<file path="src/rtl/qspi_shift_engine.sv">
// Serial PHY for a QSPI flash: shifts one command/address/data segment at a time
// in SPI mode 0, keeping CS_n asserted across segments until one is flagged last.
module qspi_shift_engine #(
  parameter int CLK_DIV        = 2,
  parameter int CS_IDLE_CYCLES = 4
) (
  input  logic        clk_i,
  input  logic        rst_i,
  input  logic        load_i,
  input  logic [31:0] data_i,
  input  logic [5:0]  num_bits_i,
  input  logic        rx_i,
  input  logic        quad_i,
  input  logic        last_i,
  output logic        ready_o,
  output logic        done_o,
  output logic [31:0] rx_data_o,
  output logic        sck_o,
  output logic        cs_n_o,
  output logic [3:0]  io_o,
  output logic [3:0]  io_oe_o,
  input  logic [3:0]  io_i
);

  typedef enum logic [2:0] {IDLE, SHIFT_LO, SHIFT_HI, CS_HOLD, CS_IDLE} state_e;

  localparam logic [15:0] DIV_LAST  = 16'(CLK_DIV - 1);
  localparam logic [15:0] IDLE_LAST = 16'(CS_IDLE_CYCLES - 1);

  state_e      state_q;
  logic [15:0] tick_q;
  logic [5:0]  sckLeft_q;
  logic [5:0]  nbits_q;
  logic        isRx_q;
  logic        isQuad_q;
  logic        isLast_q;
  logic [31:0] txShift_q;
  logic [31:0] rxShift_q;
  logic        ready_q;
  logic        done_q;
  logic [31:0] rxData_q;
  logic        sck_q;
  logic        csN_q;
  logic [3:0]  io_q;
  logic [3:0]  ioOe_q;

  logic [5:0]  nbits_d;
  logic [5:0]  nibbles_d;
  logic [5:0]  sckCnt_d;
  logic [5:0]  padWidth_d;
  logic [31:0] txAligned_d;
  logic [31:0] txRemain_d;
  logic [3:0]  firstIo_d;
  logic [3:0]  ioOe_d;
  logic [3:0]  nextIo_d;
  logic [31:0] rxShift_d;
  logic [31:0] rxMask_d;

  // Segment preparation: the TX word is masked to its bit count and left-justified to
  // the padded width so the first bit/nibble always sits at the top of the shifter.
  always_comb begin
    nbits_d     = (num_bits_i > 6'd32) ? 6'd32 : num_bits_i;
    nibbles_d   = (nbits_d + 6'd3) >> 2;
    sckCnt_d    = quad_i ? nibbles_d : nbits_d;
    padWidth_d  = quad_i ? (nibbles_d << 2) : nbits_d;
    txAligned_d = (data_i & ~(32'hFFFF_FFFF << nbits_d)) << (6'd32 - padWidth_d);
    firstIo_d   = 4'b0000;
    txRemain_d  = 32'h0;
    if (!rx_i) begin
      firstIo_d  = quad_i ? txAligned_d[31:28] : {3'b000, txAligned_d[31]};
      txRemain_d = quad_i ? (txAligned_d << 4) : (txAligned_d << 1);
    end
    if (rx_i) ioOe_d = quad_i ? 4'b0000 : 4'b0001;
    else      ioOe_d = quad_i ? 4'b1111 : 4'b0001;
    nextIo_d  = isQuad_q ? txShift_q[31:28] : {3'b000, txShift_q[31]};
    rxShift_d = isQuad_q ? {rxShift_q[27:0], io_i} : {rxShift_q[30:0], io_i[1]};
    rxMask_d  = ~(32'hFFFF_FFFF << nbits_q);
  end

  // Main sequencer; every pin-facing output is a register so SCK/CS_n/IO are glitch-free.
  always_ff @(posedge clk_i) begin
    if (rst_i) begin
      state_q   <= IDLE;
      tick_q    <= 16'd0;
      sckLeft_q <= 6'd0;
      nbits_q   <= 6'd0;
      isRx_q    <= 1'b0;
      isQuad_q  <= 1'b0;
      isLast_q  <= 1'b0;
      txShift_q <= 32'h0;
      rxShift_q <= 32'h0;
      ready_q   <= 1'b1;
      done_q    <= 1'b0;
      rxData_q  <= 32'h0;
      sck_q     <= 1'b0;
      csN_q     <= 1'b1;
      io_q      <= 4'b0000;
      ioOe_q    <= 4'b0000;
    end else begin
      done_q <= 1'b0;
      case (state_q)
        IDLE: begin
          if (load_i) begin
            nbits_q   <= nbits_d;
            isRx_q    <= rx_i;
            isQuad_q  <= quad_i;
            isLast_q  <= last_i;
            rxShift_q <= 32'h0;
            tick_q    <= 16'd0;
            if (sckCnt_d == 6'd0) begin
              // Empty segment completes at once and never touches SCK or CS_n.
              done_q <= 1'b1;
              if (rx_i) rxData_q <= 32'h0;
              if (last_i) begin
                ready_q <= 1'b0;
                state_q <= CS_HOLD;
              end
            end else begin
              ready_q   <= 1'b0;
              csN_q     <= 1'b0;
              io_q      <= firstIo_d;
              ioOe_q    <= ioOe_d;
              txShift_q <= txRemain_d;
              sckLeft_q <= sckCnt_d;
              state_q   <= SHIFT_LO;
            end
          end
        end
        SHIFT_LO: begin
          if (tick_q == DIV_LAST) begin
            tick_q    <= 16'd0;
            sck_q     <= 1'b1;
            rxShift_q <= rxShift_d;
            state_q   <= SHIFT_HI;
          end else begin
            tick_q <= tick_q + 16'd1;
          end
        end
        SHIFT_HI: begin
          if (tick_q == DIV_LAST) begin
            tick_q <= 16'd0;
            sck_q  <= 1'b0;
            if (sckLeft_q == 6'd1) begin
              done_q <= 1'b1;
              if (isRx_q) rxData_q <= rxShift_q & rxMask_d;
              if (isLast_q) begin
                state_q <= CS_HOLD;
              end else begin
                ready_q <= 1'b1;
                state_q <= IDLE;
              end
            end else begin
              sckLeft_q <= sckLeft_q - 6'd1;
              io_q      <= nextIo_d;
              txShift_q <= isQuad_q ? (txShift_q << 4) : (txShift_q << 1);
              state_q   <= SHIFT_LO;
            end
          end else begin
            tick_q <= tick_q + 16'd1;
          end
        end
        CS_HOLD: begin
          if (tick_q == DIV_LAST) begin
            tick_q  <= 16'd0;
            csN_q   <= 1'b1;
            io_q    <= 4'b0000;
            ioOe_q  <= 4'b0000;
            state_q <= CS_IDLE;
          end else begin
            tick_q <= tick_q + 16'd1;
          end
        end
        CS_IDLE: begin
          if (tick_q == IDLE_LAST) begin
            tick_q  <= 16'd0;
            ready_q <= 1'b1;
            state_q <= IDLE;
          end else begin
            tick_q <= tick_q + 16'd1;
          end
        end
        default: state_q <= IDLE;
      endcase
    end
  end

  assign ready_o   = ready_q;
  assign done_o    = done_q;
  assign rx_data_o = rxData_q;
  assign sck_o     = sck_q;
  assign cs_n_o    = csN_q;
  assign io_o      = io_q;
  assign io_oe_o   = ioOe_q;

endmodule

</file>
<file path="config.mk">
export PLATFORM = sky130hd
export DESIGN_NAME = qspi_shift_engine
export DESIGN_NICKNAME = d
export VERILOG_FILES = /design/src/rtl/qspi_shift_engine.sv
export SDC_FILE = /design/constraint.sdc
export NUM_CORES = 1
export LEC_CHECK = 0
export ABC_AREA = 1
export CORE_MARGIN = 3
export CORE_UTILIZATION = 53
export DETAILED_ROUTE_END_ITERATION = 8
export PLACE_DENSITY_LB_ADDON = 0.1
export REMOVE_ABC_BUFFERS = 1
export SLEW_MARGIN = 20
export SYNTH_ARGS = -nofsm -noshare
export SYNTH_HDL_FRONTEND = slang
export SYNTH_SLANG_ARGS = --single-unit
</file>
<file path="constraint.sdc">
create_clock -name clk_i -period 2.6 [get_ports clk_i]
set_input_delay 0.52 -clock clk_i [delete_from_list [all_inputs] [get_ports clk_i]]
set_output_delay 0.52 -clock clk_i [all_outputs]
set_load 0.01 [all_outputs]
</file>
==> results.toml <==
[global_route]
grt_usage_pct = 32.1
grt_pass1_wl_um = 49100
grt_pass1_vias = 9927
grt_max_degree = 70
grt_overflow = 0
antenna_found_initial = 0

[sta]
hold-worst-slack_ns = 0.449
tns_ns = 0
tightest_slew_ns = 0.639
finClkSkew_ns = 0.0142
final_max_slew_viol_count = 0
slew_headroom_pct = 57.3
fmax_ghz = 0.419
setup-violations-final = 0
final_hold_viol_count = 0
rsz0062_at_grt = "no"
min_period_ns = 2.39
period_share_pct = 91.8

[synthesis]
ys.flop_type = "dfxtp_1"
synth_seq_cells = 139
syn_area_mm2 = 0.00921
synthArstFlopShare_pct = 0
post-synth-top-area-fraction_pct = 30.2
synth_top_area_cell = "dfxtp_1"
synth-warning-count = 0
synth_edf_count = 0
yosysUniqueCellTypes = 47
seq_area_frac_synth_pct = 30.2
synthTopCellsByArea = "dfxtp_1 (30%), nand2_1 (13%), nand3_1 (9.0%)"
synth_area_per_cell_um2 = 6.34
syn_inst = 1451

[worst_setup_path]
worstReg2RegStart = "state_q[1]$_SDFFE_PP0P_"
rr_worst_depth = 16
path_max_fanout = 26
startpoint = "state_q[1]$_SDFFE_PP0P_"
arrival_ns = 2.67
crit_path_end_kind = "flip-flop"
worst_setup_path_start_kind = "flip-flop"
critPathKind = "flip-flop to flip-flop"
crit_required_ns = 2.89

[routing]
viasPerCell = 5.97
ant_nets = 0
drc_errors = 0
num_vias = 11100
drtIter0Drc = 1241
routed_wirelength_um = 31100
first_pass_iters = 6
routedWlPerCell_um = 16.7

[clocking]
clk_pin_slew_ns = 0.06
cts_tree = "built"
cts_buffers = 17
clock_sinks = 139
htree_levels = 4
clock_latency_ns = 0.42
root_buffer = "clkbuf_16"
cts_buffer_depth = 2

[place]
io_buffers = 91
dp_hpwl_um = 23000
gp_congestion = 1.00
placedCellCount = 1824

[die]
initial_utilization_pct = 54.7
die-area_mm2 = 0.0190
core_area_mm2 = 0.0168
top_level_ports = 92
fp.dieW_um = 138
rows = 47
die_h_um = 138

[layout]
nNetsFinal = 1686
final-instance-count-excl-fill = 1866
layout_common_cells = "nand2_1 (316), nand3_1 (161), buf_4 (149)"
nFillCells = 1453
drive_above_1_share_pct = 17.2
diodes = 0
final_common_cell = "nand2_1"
area_growth_pct = 31.3

[min_path]
hold_depth = 3
hp-start = "rst_i"
hold_class = "input port to flip-flop"

[pwr]
powerDensity_mw_per_mm2 = 1070
ir_worst_vdd_v = 0.000880
p_leak_nw = 5.32
finalPower_mw = 12.9

[run_status]
status = "finished, final reports clean"

[flow_run]
maxCapViolations = 0
metal layers:
metal	share of wire, %	wire length, µm	track usage [%]	up-vias
met5	0	0	0	-
met4	3.8	1180	13.4	0
met3	7.4	2310	5.00	107
met2	47	14800	53.8	570
met1	41	12900	41.1	5101
li1	-	-	-	5355
power by group:
group / internal, mW / switching [mW] / total (mW)
Clock: 1.39 / 1.01 / 2.41
Sequential: 2.92 / 0.622 / 3.54
Combinational: 2.87 / 4.05 / 6.92
Total: 7.19 / 5.69 / 12.9
path summary, 6_finish.rpt:
kind / slack (ns) / end
worst min register to register: 0.47 / cs_n_o$_SDFFE_PP1P_
worst max-delay path: 0.21 / sckLeft_q[2]$_SDFFE_PP0P_
worst min-delay path: 0.45 / ready_o$_SDFFE_PP1P_
worst max register to register: 0.21 / sckLeft_q[2]$_SDFFE_PP0P_
cells in the mapped netlist (4+ instances only):
library cell,instances
clkbuf_1,57
buf_6,5
a22oi_1,4
a221oi_1,28
o21ai_0,115
nand3_2,6
nand3_1,165
ha_1,5
o21a_1,13
inv_2,21
nand2_2,6
dfxtp_1,139
nor3_1,34
a211oi_1,16
inv_1,106
nor2_2,4
nand4_1,24
a21oi_1,92
nor2_1,130
nor2_4,5
o211ai_1,35
o21ai_1,17
nand2_1,322
a21boi_0,5
or2_2,4
xor2_1,6
a31oi_1,27
buf_4,9
buf_2,21
registers in the layout (all words and copies together) (netlist names):
name / count
isQuad_q: 1
io_oe_o: 2
rx_data_o: 32
ready_o: 1
sckLeft_q: 6
done_o: 1
io_o: 4
sck_o: 1
state_q: 3
rxShift_q: 32
isRx_q: 1
cs_n_o: 1
tick_q: 16
nbits_q: 6
isLast_q: 1
txShift_q: 31
cells by family after synthesis:
logic type	share of synthesized area (%)
flops	30.2
fa+ha+maj	0.680
simple gates	34.1
compound gates	24.1
buf+inv	10.2
xor+xnor	0.748
repair_timing:
item,4_1_cts,5_1_grt
hold buffers,0,0
resized for setup,16,41
buffers inserted,2,6
setup endpoints to repair,30,69
cloned,0,2
pin swaps,0,9
hold endpoints to repair,0,0
worst max-delay path, stage by stage, from the launching register on:
cell     delay [ns]
dfxtp_1        0.39
inv_2          0.04
nor2_1         0.16
inv_2          0.08
nor2_2         0.11
buf_4          0.33
nand2_1        0.16
nand2_1        0.09
nor2_1         0.04
nand2_1        0.11
buf_12         0.17
inv_2          0.06
buf_4          0.17
o21ai_0        0.08
a31oi_1        0.06
a21oi_1        0.15
nor2_1         0.05
area by class of cell:
cell class / instances / area (µm²) / share of cell area [%]
repair buffers: 257 / 2340 / 19.3
clock buffers: 20 / 457 / 3.78
flip-flops and latches: 139 / 2780 / 23.0
well taps: 220 / 275 / 2.28
inverters: 130 / 490 / 4.06
clock inverters: 12 / 126 / 1.05
multi-input cells: 1088 / 5610 / 46.5
metrics by stage:
stage | instance area (µm²) | setup slack [ns] | utilization (%)
6_report | 12100 | 0.213 | 71.8
5_1_grt | 12100 | 0.0366 | 71.8
4_1_cts | 11900 | -0.000837 | 70.7
3_5_place_dp | 11200 | -0.678 | 66.9
3_3_place_gp | 11200 | -0.598 | 66.9
2_1_floorplan | 8750 | -1.92 | -
Note: power is estimated with default switching activity, not from simulation.
